<file path="src/rtl/seg7_pkg.sv">
// Shared types, glyph table and hex decode helper for the seven-segment scan driver.
package seg7_pkg;

  // Segment vector {a,b,c,d,e,f,g}, bit 6 = a, active-low.
  typedef logic [6:0] seg7_t;

  localparam seg7_t SEG7_BLANK = 7'b1111111;

  // Active-low glyphs for hex digits 0..F.
  localparam seg7_t SEG7_GLYPH [16] = '{
    7'b0000001, 7'b1001111, 7'b0010010, 7'b0000110,
    7'b1001100, 7'b0100100, 7'b0100000, 7'b0001111,
    7'b0000000, 7'b0001100, 7'b0001000, 7'b1100000,
    7'b0110001, 7'b1000010, 7'b0110000, 7'b0111000
  };

  // Decode one hex nibble into its active-low glyph.
  function automatic seg7_t seg7_hex(input logic [3:0] hex);
    return SEG7_GLYPH[hex];
  endfunction

endpackage

</file>
<file path="src/rtl/hex_to_seg7.sv">
// Combinational hex nibble to active-low seven-segment glyph decoder.
module hex_to_seg7
  import seg7_pkg::*;
(
  input  logic [3:0] hex_i,
  output seg7_t      seg_o
);

  assign seg_o = seg7_hex(hex_i);

endmodule

</file>
<file path="src/rtl/seg7_scan_driver.sv">
// Time-multiplexed N-digit common-anode seven-segment driver with a shadowed
// value, leading-zero suppression, per-digit decimal points and blanking.
module seg7_scan_driver
  import seg7_pkg::*;
#(
  parameter int NUM_DIGITS = 4,
  parameter int SCAN_DIV   = 50000
) (
  input  logic                    clk,
  input  logic                    rst,
  input  logic [4*NUM_DIGITS-1:0] value,
  input  logic                    load,
  input  logic [NUM_DIGITS-1:0]   dp_in,
  input  logic                    lz_en,
  input  logic                    blank,
  output seg7_t                   seg,
  output logic                    dp,
  output logic [NUM_DIGITS-1:0]   an
);

  localparam int DIV_W = (SCAN_DIV >= 2) ? $clog2(SCAN_DIV) : 1;
  localparam int IDX_W = (NUM_DIGITS >= 2) ? $clog2(NUM_DIGITS) : 1;

  if ((NUM_DIGITS < 1) || (NUM_DIGITS > 8)) begin : g_bad_num_digits
    $error("seg7_scan_driver: NUM_DIGITS must be in 1..8");
  end
  if (SCAN_DIV < 2) begin : g_bad_scan_div
    $error("seg7_scan_driver: SCAN_DIV must be at least 2");
  end

  logic [DIV_W-1:0]        div_cnt_q, div_cnt_d;
  logic [IDX_W-1:0]        dig_idx_q, dig_idx_d;
  logic [4*NUM_DIGITS-1:0] val_sh_q,  val_sh_d;
  logic [NUM_DIGITS-1:0]   dp_sh_q,   dp_sh_d;
  seg7_t                   seg_q,     seg_d;
  logic                    dp_q,      dp_d;
  logic [NUM_DIGITS-1:0]   an_q,      an_d;

  logic                    tc_s;
  logic [NUM_DIGITS-1:0]   suppress_s;
  logic [3:0]              cur_nib_s;
  logic                    cur_dp_s;
  logic                    cur_sup_s;
  seg7_t                   glyph_s;

  // Divider, digit index and shadow register next-state.
  always_comb begin
    tc_s = (div_cnt_q == DIV_W'(SCAN_DIV - 1));
    if (tc_s) begin
      div_cnt_d = '0;
      if (dig_idx_q == IDX_W'(NUM_DIGITS - 1)) begin
        dig_idx_d = '0;
      end else begin
        dig_idx_d = dig_idx_q + IDX_W'(1);
      end
    end else begin
      div_cnt_d = div_cnt_q + DIV_W'(1);
      dig_idx_d = dig_idx_q;
    end
    if (load) begin
      val_sh_d = value;
      dp_sh_d  = dp_in;
    end else begin
      val_sh_d = val_sh_q;
      dp_sh_d  = dp_sh_q;
    end
  end

  // A digit above 0 goes dark when it and every digit to its left are zero.
  always_comb begin
    logic run_v;
    run_v      = 1'b1;
    suppress_s = '0;
    for (int i = NUM_DIGITS - 1; i >= 0; i--) begin
      run_v         = run_v && (val_sh_q[4*i +: 4] == 4'h0);
      suppress_s[i] = (i > 0) && lz_en && run_v;
    end
  end

  // Select the nibble, decimal point and suppression flag of the scanned digit.
  always_comb begin
    cur_nib_s = 4'h0;
    cur_dp_s  = 1'b0;
    cur_sup_s = 1'b0;
    for (int i = 0; i < NUM_DIGITS; i++) begin
      cur_nib_s = (dig_idx_q == IDX_W'(i)) ? val_sh_q[4*i +: 4] : cur_nib_s;
      cur_dp_s  = (dig_idx_q == IDX_W'(i)) ? dp_sh_q[i]         : cur_dp_s;
      cur_sup_s = (dig_idx_q == IDX_W'(i)) ? suppress_s[i]      : cur_sup_s;
    end
  end

  hex_to_seg7 u_hex_to_seg7 (
    .hex_i (cur_nib_s),
    .seg_o (glyph_s)
  );

  // Output register inputs; blanking overrides everything but keeps scanning.
  always_comb begin
    if (blank) begin
      seg_d = SEG7_BLANK;
      dp_d  = 1'b1;
      an_d  = '1;
    end else begin
      seg_d = cur_sup_s ? SEG7_BLANK : glyph_s;
      dp_d  = ~cur_dp_s;
      an_d  = ~(NUM_DIGITS'(1) << dig_idx_q);
    end
  end

  // All state and registered outputs, with synchronous reset.
  always_ff @(posedge clk) begin
    if (rst) begin
      div_cnt_q <= '0;
      dig_idx_q <= '0;
      val_sh_q  <= '0;
      dp_sh_q   <= '0;
      seg_q     <= SEG7_BLANK;
      dp_q      <= 1'b1;
      an_q      <= '1;
    end else begin
      div_cnt_q <= div_cnt_d;
      dig_idx_q <= dig_idx_d;
      val_sh_q  <= val_sh_d;
      dp_sh_q   <= dp_sh_d;
      seg_q     <= seg_d;
      dp_q      <= dp_d;
      an_q      <= an_d;
    end
  end

  assign seg = seg_q;
  assign dp  = dp_q;
  assign an  = an_q;

endmodule

</file>
<file path="config.mk">
export PLATFORM = sky130hd
export DESIGN_NAME = seg7_scan_driver
export DESIGN_NICKNAME = d
export VERILOG_FILES = /design/src/rtl/seg7_pkg.sv /design/src/rtl/hex_to_seg7.sv /design/src/rtl/seg7_scan_driver.sv
export SDC_FILE = /design/constraint.sdc
export NUM_CORES = 1
export LEC_CHECK = 0
export BUFFER_PORTS_ARGS = -buffer_cell sky130_fd_sc_hd__buf_4
export CAP_MARGIN = 20
export CORE_MARGIN = 3
export CORE_UTILIZATION = 40
export DETAILED_ROUTE_END_ITERATION = 10
export PLACE_DENSITY = 0.62
export SETUP_SLACK_MARGIN = 0.02
export SLEW_MARGIN = 25
export SYNTH_ARGS = -nofsm -noshare
export SYNTH_HDL_FRONTEND = slang
export SYNTH_SLANG_ARGS = --single-unit
export TNS_END_PERCENT = 1
</file>
<file path="constraint.sdc">
create_clock -name clk -period 3.08 [get_ports clk]
set_clock_uncertainty 0.15 [all_clocks]
set_input_delay 0.462 -clock clk [delete_from_list [all_inputs] [get_ports clk]]
set_output_delay 0.462 -clock clk [all_outputs]
set_load 0.02 [all_outputs]
</file>
## Word-level counts from Yosys, hierarchy flattened

Memories as Yosys holds them, arrays and structs flattened. A register that Yosys moved wholly into a read port is not among the register bits.
Index checks and enable logic that the tools add are counted.

- Output and inout bits: 12
- Word-level logic and storage cells: 41
- Bits in registers: 43
- ROM bits: 112
- Input bits: 25
- Memories kept: 1

Memories:

| name | words | width | read ports | clocked after memory_dff | wr ports | RTL line | source |
|---|---|---|---|---|---|---|---|
| (no name shown) | 16 | 7 | 1 | 1 | 0 | seg7_pkg.sv:19 | `return SEG7_GLYPH[hex];` |

- Shift operators: 1
- Add/sub/neg operators: 2
- Multiplexer cells: 12
- Equal/unequal tests: 4
- Bitwise operators: 3
- Reductions and logical operators: 12

Operators by type and width:

| operator | count |
|---|---|
| adder 16 x 1 -> 16 bit, second input constant | 1 |
| == test 16 bit, second input constant | 1 |
| two-way mux 4 bit | 4 |
| zero test 4 bit | 3 |
| two-way mux 1 bit | 7 |
| logical AND 1 bit | 5 |
| NOT 4 -> 5 bit | 1 |
| == test 2 bit, second input constant | 2 |
| NOT 4 bit | 1 |
| OR reduction 2 bit | 2 |
| left shift 1 x 2 -> 4 bit, first input constant | 1 |
| OR reduction 3 bit | 1 |
| adder 2 x 1 -> 2 bit, second input constant | 1 |
| == test 2 x 1 -> 1 bit, second input constant | 1 |
| zero test 2 bit | 1 |
| two-way mux 2 bit | 1 |
| NOT 1 bit | 1 |

## Logic depth before layout (Yosys ltp)

Gate-level depths: netlist of the first run.

- Depth after elaboration: 8
- Depth in mapped cells: 11
- Mapped depth without buffers: 10

## Hierarchy

From an unflattened synthesis of the first run, not the netlist that was laid out.

- Cell total of the unflattened synthesis: 256
- Area, all modules: 2,311.0 µm²

Modules (own cells, without submodules):

| module | times used | area each (µm²) | seq. area each (µm²) | cells each |
|---|---|---|---|---|
| seg7_scan_driver | 1 | 2,063.2 | 1,001.0 | 222 |
| hex_to_seg7 | 1 | 247.7 | 0.0 | 34 |

## Worst setup path before layout of the first run

OpenSTA, ideal clock, no wires.

- Path kind: register to register
- From: register dig_idx_q[0]
- To: register seg_q[3], in the netlist seg[3]
- Buffers on the path: 1
- Data required time: 2,799 ps
- Stages on the path, launching flop included: 10
- Setup time: 131 ps
- Setup slack: 822 ps
- Arrival: 1,978 ps
- Cells stage by stage: dfxtp_1 > ha_1 > buf_4 > a211oi_2 > a221oi_4 > inv_1 > ha_1 > a21oi_1 > a32o_1 > nand2_1

- Cells in the longest elaborated chain, start to end: 6

Ends and longest elaborated chain:

| item | RTL line | source |
|---|---|---|
| start, declared | seg7_scan_driver.sv:32 | `logic [IDX_W-1:0] dig_idx_q, dig_idx_d;` |
| start signal, assigned | seg7_scan_driver.sv:122 | `dig_idx_q <= dig_idx_d;` |
| zero test 2 bit | - |  |
| two-way mux 4 bit (4 in series) | seg7_scan_driver.sv:86 | `cur_nib_s = (dig_idx_q == IDX_W'(i)) ? val_sh_q[4*i +: 4] : cur_nib_s;` |
| NOT 4 -> 5 bit (implied by the code) | seg7_pkg.sv:19 |  |
| end, declared | seg7_scan_driver.sv:35 | `seg7_t seg_q, seg_d;` |

Parallel ways exist; a longest one is shown, timed or not.
A chain may end at the register's enable or synchronous reset.

## Final worst setup path of the first run

Ends and elaborated chain as after synthesis.

==> impl_metrics.toml, run 1 <==
[run_status]
outcome = "finished clean"

[floorplan]
fp-row-count = 27
core_area_um2 = 5610
io_pins = 37
die-width_um = 82.8
die_h_um = 82.8
initial_utilization_pct = 42.1
die_area_um2 = 6850

[global_routing]
antenna_found_initial = 0
first_global_vias = 1699
grt-ovfl-total = 0
grt_max_degree = 27
grt.total_usage_pct = 15.0
grt_pass1_wl_um = 7790

[route]
first_pass_iters = 5
drt-wirelength-per-cell_um = 12.9
drtIter0Drc = 62
vias = 1770
drc_errors = 0
totalWireLength_um = 4580
antenna_left = 0
vias_per_cell = 5.00

[synthesis]
synth_top_area_cell = "dfxtp_1"
synth_flop_cell = "dfxtp_1"
synth_top_area_share_pct = 42.4
avgSynthCellArea_um2 = 9.51
yosysSeqAreaShare_pct = 42.4
synth_compound_area_share_pct = 10.7
synth_edf_count = 0
synthArstFlopShare_pct = 0
synth_fp_nets = 284
synth-xor-area-share_pct = 4.83
synth_fa_ha_area_share_pct = 5.84
syn_area_um2 = 2360
synthCells = 248
synth-simple-area-share_pct = 22.5
netlist-cell-type-count = 45
synth_warnings = 0
ys_ff_latch = 50
synthTopCellsByArea = "dfxtp_1, mux2i_1, nor2_1"
synth_top_family_by_area = "simple AND/OR/NAND/NOR gates"
synthMuxAreaShare_pct = 9.34

[min_path]
holdPathStages = 3
worstHoldPathType = "in -> reg"

[place]
placed_area_um2 = 2650
gp_congestion = 0.806
dp_hpwl_um = 3440
place_inst = 346
io_buffer_count = 36
dp_slack_ns = 0.534

[sta]
finalSetupViolations = 0
hold_slack_ns = 0.244
rsz0062_at_grt = "false"
finalCritPeriodShare_pct = 83.1
max_slew_margin_pct = 57.3
tightestPinTransition_ns = 0.640
hold_viol = 0
fin_crit_ns = 2.56
max_freq_mhz = 390
setup_slack_ns = 0.519
final.setup.tns_ns = 0
slew_viol_final = 0

[worst_setup_path]
cp.arrival_ns = 2.58
crit_fanout = 15
start_kind = "flip-flop"
reg2reg_depth = 8
required_ns = 3.10
end_kind = "flip-flop"
path_class = "reg -> reg"

[pwr]
ir_drop_mv = 0.349
finalPower_mw = 1.21
powerDensity_nw_per_um2 = 442
p_leak_nw = 1.13

[cells_and_area]
area_growth_pct = 16.3
final_cells = 354
nets = 317
post-route-util_pct = 48.9
diodes = 0
layout-drive-gt1-share_pct = 19.1
fin_area_um2 = 2740

[clock_network]
clkLatencyLatePin_ns = 0.29
clock_sinks = 50
cts_tree = "done"
cts_root_buf = "clkbuf_8"
numCtsBuffers = 5
clock_path_buffers = 2
clk_pin_slew_ns = 0.08
htree_levels = 2
cts_resized = 0
ctsHoldBuffers = 0
post_cts_buffers = 0

[job]
drv_cap = 0
==> where the power goes <==
part / total (mW) / switching, mW / internal, mW
sequential: 0.690 / 0.0174 / 0.672
combinational: 0.141 / 0.0708 / 0.0702
clock: 0.383 / 0.202 / 0.181
==> cells by family after synthesis <==
family                     count (synthesis)
AOI/OAI and AO/OA                         29
xor gates and xnor gates                  13
adders and majority gates                 11
buffers and inverters                     19
DFF                                       50
muxes                                     22
and+or+nand+nor                          104
==> synthesized netlist by cell type (2+ instances only) <==
| library cell | n |
|---|---|
| dfxtp_1 | 50 |
| nor2_1 | 38 |
| nand2_1 | 26 |
| mux2i_1 | 22 |
| ha_1 | 11 |
| a21oi_1 | 10 |
| inv_1 | 9 |
| xor2_1 | 9 |
| nand3_1 | 6 |
| and3_1 | 4 |
| nand4_1 | 4 |
| o221ai_1 | 4 |
| xnor2_1 | 4 |
| buf_2 | 3 |
| buf_6 | 3 |
| clkbuf_1 | 3 |
| nor2b_1 | 3 |
| nor4_1 | 3 |
| o211ai_1 | 3 |
| a311oi_4 | 2 |
| nand2b_1 | 2 |
| nand3b_1 | 2 |
| nor3_1 | 2 |
| nor3b_2 | 2 |
| o21ai_0 | 2 |
| o21ai_1 | 2 |
==> final cells by class <==
| class | count | area (µm²) |
|---|---|---|
| timing repair buffer | 36 | 270 |
| multi-input combinational | 179 | 1260 |
| clock buffer | 7 | 86.3 |
| sequential | 50 | 1000 |
| tap | 72 | 90.1 |
| inverter | 9 | 33.8 |
| fill | 574 | 2870 |
| clock inverter | 1 | 5.00 |
==> worst paths after layout <==
kind,from,endpoint,slack [ns]
max reg2reg,dig_idx_q[0],seg[3],0.52
min,value[0],val_sh_q[0],0.24
min reg2reg,div_cnt_q[0],div_cnt_q[0],0.33
max,dig_idx_q[0],seg[3],0.52
==> registers in the layout, summed over array words and instances (netlist names) <==
name       count
dp_sh_q        4
div_cnt_q     16
val_sh_q      16
dp             1
dig_idx_q      2
seg            7
an             4
==> critical path: stages (launching register included) <==
cell,delay (ns)
dfxtp_1,0.40
ha_1,0.59
a211oi_2,0.10
a221oi_4,0.39
inv_1,0.16
ha_1,0.32
a21oi_1,0.12
a32o_1,0.14
nand2_1,0.05
==> cells in the final DEF (no fill, tap or decap), types with 3 or more instances in the layout <==
cell type | Yosys | final
xnor2_1 | 4 | 4
nor2b_1 | 3 | 3
mux2i_1 | 22 | 22
inv_1 | 9 | 9
nand4_1 | 4 | 4
and3_1 | 4 | 4
nor2_1 | 38 | 38
ha_1 | 11 | 11
nand3_1 | 6 | 6
nor4_1 | 3 | 3
clkbuf_8 | 0 | 6
o221ai_1 | 4 | 4
xor2_1 | 9 | 9
dfxtp_1 | 50 | 50
a21oi_1 | 10 | 10
o211ai_1 | 3 | 3
nand2_1 | 26 | 26
buf_4 | 1 | 36
==> layer usage <==
| metal | track usage (%) | part of all wire [%] |
|---|---|---|
| met1 | 18.6 | 45 |
| met2 | 25.6 | 48 |
| met5 | 0 | 0 |
| met3 | 3.24 | 5.3 |
| met4 | 5.39 | 1.3 |
Power figures use the tool's default switching activity.
==> run 2, diff against run 1 <==
--- a/config.mk
+++ b/config.mk
@@ -10,7 +10,7 @@
 export CORE_MARGIN = 3
 export CORE_UTILIZATION = 40
 export DETAILED_ROUTE_END_ITERATION = 10
-export PLACE_DENSITY = 0.62
+export PLACE_DENSITY = 0.64
 export SETUP_SLACK_MARGIN = 0.02
 export SLEW_MARGIN = 25
 export SYNTH_ARGS = -nofsm -noshare
==> constraint.sdc (replaced) <==
create_clock -name clk -period 2.15 [get_ports clk]
set_clock_uncertainty 0.15 [all_clocks]
set_input_delay 0.3225 -clock clk [delete_from_list [all_inputs] [get_ports clk]]
set_output_delay 0.3225 -clock clk [all_outputs]
set_load 0.02 [all_outputs]
==> impl_metrics.toml, run 2 (synthesis gave the netlist of run 1 again) <==
[run_status]
outcome = "finished with violations"
violations = "setup timing"

[worst_setup_path]
max_stage_delay_ns = 0.39
r2r_start = "dig_idx_q[1]"
critPathTopFamily = "compound AO/OA/AOI/OAI gates"
cp_cell_sequence = "inv_4 > ha_4 > buf_12 > o211ai_1 > o21ai_1 > buf_4 > buf_4 > ha_2 > a21oi_2 > o221ai_1"
end_kind = "flip-flop"
cp_common_cell = "buf_4"
r2r_end = "seg[0]"
crit_fanout = 9
slowest_stage = "dfxtp_4"
start_kind = "flip-flop"
cp.arrival_ns = 2.17
reg2reg_depth = 10
cp_num_buf_inv = 4
path_class = "reg -> reg"
startpoint = "dig_idx_q[1]"
required_ns = 2.15
rrSetupSlack_ns = -0.02

[place]
dp_slack_ns = -0.0698
place_inst = 361
gp_congestion = 0.920
dp_hpwl_um = 3590
io_buffer_count = 36
placed_area_um2 = 2780

[floorplan]
die-width_um = 82.8
fp-row-count = 27
die_area_um2 = 6850
core_area_um2 = 5610
initial_utilization_pct = 42.1
die_h_um = 82.8
io_pins = 37

[cells_and_area]
diodes = 0
final_common_cell = "buf_4"
area_growth_pct = 27.4
layout-drive-gt1-share_pct = 30.5
final_cells = 374
nets = 338
mostFrequentLayoutCells = "buf_4, dfxtp_1, nor2_1"
fin_area_um2 = 3000
num-fill-cells = 542
post-route-util_pct = 53.6

[sta]
slew_viol_final = 0
max_slew_margin_pct = 69.2
tightestPinTransition_ns = 0.460
finalSetupViolations = 2
max_freq_mhz = 461
final.setup.tns_ns = -0.0335
hold_viol = 0
setup_slack_ns = -0.0171
rsz0062_at_grt = "true"
fin_crit_ns = 2.17
finalCritPeriodShare_pct = 101
hold_slack_ns = 0.106

[global_routing]
grtUsageMet2_pct = 24.6
grt-ovfl-total = 0
use_met1_pct = 20.5
first_global_vias = 1763
grt.total_usage_pct = 15.4
antenna_found_initial = 0
grtUsageMet3_pct = 3.78
grt_max_degree = 27
grt_busiest_layer = "met2"
grt_pass1_wl_um = 8060

[route]
drc_errors = 0
first_pass_iters = 5
vias_per_cell = 5.02
drtIter0Drc = 95
antenna_left = 0
drt-wirelength-per-cell_um = 13.2
vias = 1878
totalWireLength_um = 4940

[clock_network]
clk_pin_slew_ns = 0.08
ctsHoldBuffers = 0
cts_tree = "done"
cts_root_buf = "clkbuf_8"
numCtsBuffers = 5
clock_sinks = 50
htree_levels = 2
clock_path_buffers = 2
clkLatencyLatePin_ns = 0.29

[pwr]
powerDensity_nw_per_um2 = 574
ir_drop_mv = 0.364
p_leak_nw = 1.23
finalPower_mw = 1.72

[min_path]
worstHoldPathType = "in -> reg"
holdPathEnd = "val_sh_q[2]"
holdPathStages = 3
hold_start = "value[2]"

[job]
drv_cap = 0
-- run 2: changes by cell type in the layout (fill, tap and decap cells not counted), moves of 3 or more --
cell | previous run | this run
a21oi_1 | 10 | 7
ha_1 | 11 | 3
ha_4 | 0 | 6
a21oi_2 | 0 | 3
buf_4 | 36 | 56
inv_1 | 9 | 5
inv_2 | 0 | 3
-- run 2: where the power goes --
part | total [mW] | switching [mW] | internal [mW]
clock | 0.508 | 0.284 | 0.225
combinational | 0.230 | 0.111 | 0.119
sequential | 0.985 | 0.0250 | 0.960
total | 1.72 | 0.420 | 1.30
-- run 2: area by class of cell --
cell class	instances	area, µm²	share of cell area (%)
clock buffers	7	76.3	2.54
inverters	9	36.3	1.21
multi-input cells	179	1350	45.0
flip-flops and latches	50	1010	33.6
well taps	72	90.1	3.00
repair buffers	57	440	14.7
-- run 2: routing by layer --
metal | wire [µm] | share of wire (%)
met3 | 219 | 4.4
met5 | 0 | 0
met2 | 2410 | 49
met1 | 2270 | 46
met4 | 43 | 0.87
-- run 2: worst min-delay path: stages --
cell and delay [ns]:
buf_4 0.07, mux2i_1 0.05, nor2_1 0.07
-- run 2: worst max-delay path by stage --
stage                         to  slack [ns]  depth (start not counted)
final                     seg[0]       -0.02                         10
after global routing      seg[3]       -0.06                          9
after CTS                 seg[3]        0.02                          9
after detailed placement  seg[3]       -0.07                          9
after global placement    seg[1]       -0.01                         10
after floorplan           seg[5]       -0.01                          9
-- run 2: what timing repair did --
action                     CTS  global route
hold endpoints to repair     0             0
buffers inserted             1             5
gates resized for setup     11            12
pin swaps                    2            11
setup endpoints to repair    7             7
==> run 3, diff against run 2 <==
--- a/config.mk
+++ b/config.mk
@@ -9,9 +9,11 @@
 export CAP_MARGIN = 20
 export CORE_MARGIN = 3
 export CORE_UTILIZATION = 40
+export CTS_CLUSTER_DIAMETER = 80
 export DETAILED_ROUTE_END_ITERATION = 10
 export PLACE_DENSITY = 0.64
 export SETUP_SLACK_MARGIN = 0.02
+export SKIP_CTS_REPAIR_TIMING = 1
 export SLEW_MARGIN = 25
 export SYNTH_ARGS = -nofsm -noshare
 export SYNTH_HDL_FRONTEND = slang
==> impl_metrics.toml, run 3 (synthesis gave the netlist of run 1 again) <==
[run_status]
outcome = "finished with violations"
violations = "setup timing"

[global_routing]
grt_max_degree = 27
antenna_found_initial = 0
grt-ovfl-total = 0
grt.total_usage_pct = 15.1
grt_pass1_wl_um = 7910
first_global_vias = 1735

[worst_setup_path]
reg2reg_depth = 10
end_kind = "flip-flop"
crit_fanout = 9
path_class = "reg -> reg"
required_ns = 2.15
slowest_stage = "dfxtp_4"
cp_num_buf_inv = 4
critPathTopFamily = "compound AO/OA/AOI/OAI gates"
cp.arrival_ns = 2.17
max_stage_delay_ns = 0.39
start_kind = "flip-flop"
cp_cell_sequence = "inv_4 > ha_4 > buf_12 > o211ai_1 > o21ai_1 > buf_4 > buf_4 > ha_2 > a21oi_2 > o221ai_1"
cp.depth = 10
cp_common_cell = "buf_4"

[sta]
finalCritPeriodShare_pct = 101
fin_crit_ns = 2.17
hold_slack_ns = 0.104
tightestPinTransition_ns = 0.444
hold_viol = 0
slew_viol_final = 0
max_freq_mhz = 461
max_slew_margin_pct = 70.3
rsz0062_at_grt = "true"
finalSetupViolations = 1
setup_slack_ns = -0.0198

[clock_network]
cts_tree = "done"
clock_path_buffers = 2
numCtsBuffers = 5
clock_sinks = 50
clkLatencyLatePin_ns = 0.29
clk_pin_slew_ns = 0.09
htree_levels = 2
cts_root_buf = "clkbuf_8"

[cells_and_area]
layout-drive-gt1-share_pct = 30.8
diodes = 0
post-route-util_pct = 53.7
nets = 338
mostFrequentLayoutCells = "buf_4, dfxtp_1, nor2_1"
fin_area_um2 = 3010
area_growth_pct = 27.6
final_common_cell = "buf_4"

[floorplan]
die_h_um = 82.8
die_area_um2 = 6850
core_area_um2 = 5610
initial_utilization_pct = 42.1
die-width_um = 82.8
fp-row-count = 27
io_pins = 37

[place]
gp_congestion = 0.920
dp_hpwl_um = 3590
placed_area_um2 = 2780
io_buffer_count = 36
dp_slack_ns = -0.0698

[route]
totalWireLength_um = 4890
vias = 1860
drtIter0Drc = 98
first_pass_iters = 4
drc_errors = 0
antenna_left = 0
vias_per_cell = 4.97
drt-wirelength-per-cell_um = 13.1

[job]
drv_cap = 0

[pwr]
p_leak_nw = 1.24
ir_drop_mv = 0.363
powerDensity_nw_per_um2 = 573
finalPower_mw = 1.72

[min_path]
worstHoldPathType = "in -> reg"
holdPathStages = 3
[run 3: cell counts in the layout (fill, tap and decap cells not counted)]
Identical to the previous run, type by type.
[run 3: through the flow]
step           std cells  setup TNS, ns
6_report             374        -0.0198
3_5_place_dp         361         -0.249
3_3_place_gp         361        -0.0136
5_1_grt              374         -0.273
2_1_floorplan        248        -0.0146
4_1_cts              368         -0.343
[run 3: worst min-delay path, stage by stage]
cell and delay, ns:
buf_4 0.07, mux2i_1 0.05, nor2_1 0.07
[run 3: worst paths after layout]
| kind | endpoint | start | slack [ns] |
|---|---|---|---|
| hold reg to reg | div_cnt_q[0] | div_cnt_q[0] | 0.31 |
| hold / removal | val_sh_q[2] | value[2] | 0.10 |
| setup reg to reg | seg[0] | dig_idx_q[1] | -0.02 |
| setup / recovery | seg[0] | dig_idx_q[1] | -0.02 |
[run 3: where the power goes]
| part | total [mW] | internal [mW] | switching, mW |
|---|---|---|---|
| clock | 0.510 | 0.225 | 0.285 |
| sequential | 0.985 | 0.960 | 0.0249 |
| combinational | 0.229 | 0.118 | 0.111 |
[run 3: metal layers]
metal	GRT usage, %	vias to the layer above	part of all wire, %
met4	4.41	0	0.96
met3	3.67	4	3.6
li1	-	958	-
met2	24.3	28	48
met1	20.0	870	47
met5	0	-	0
[run 3: layout make-up]
type | instances | area (µm²)
multi-input cells | 179 | 1360
fillers | 538 | 2600
flip-flops and latches | 50 | 1010
clock buffers | 7 | 76.3
well taps | 72 | 90.1
inverters | 9 | 36.3
repair buffers | 57 | 440
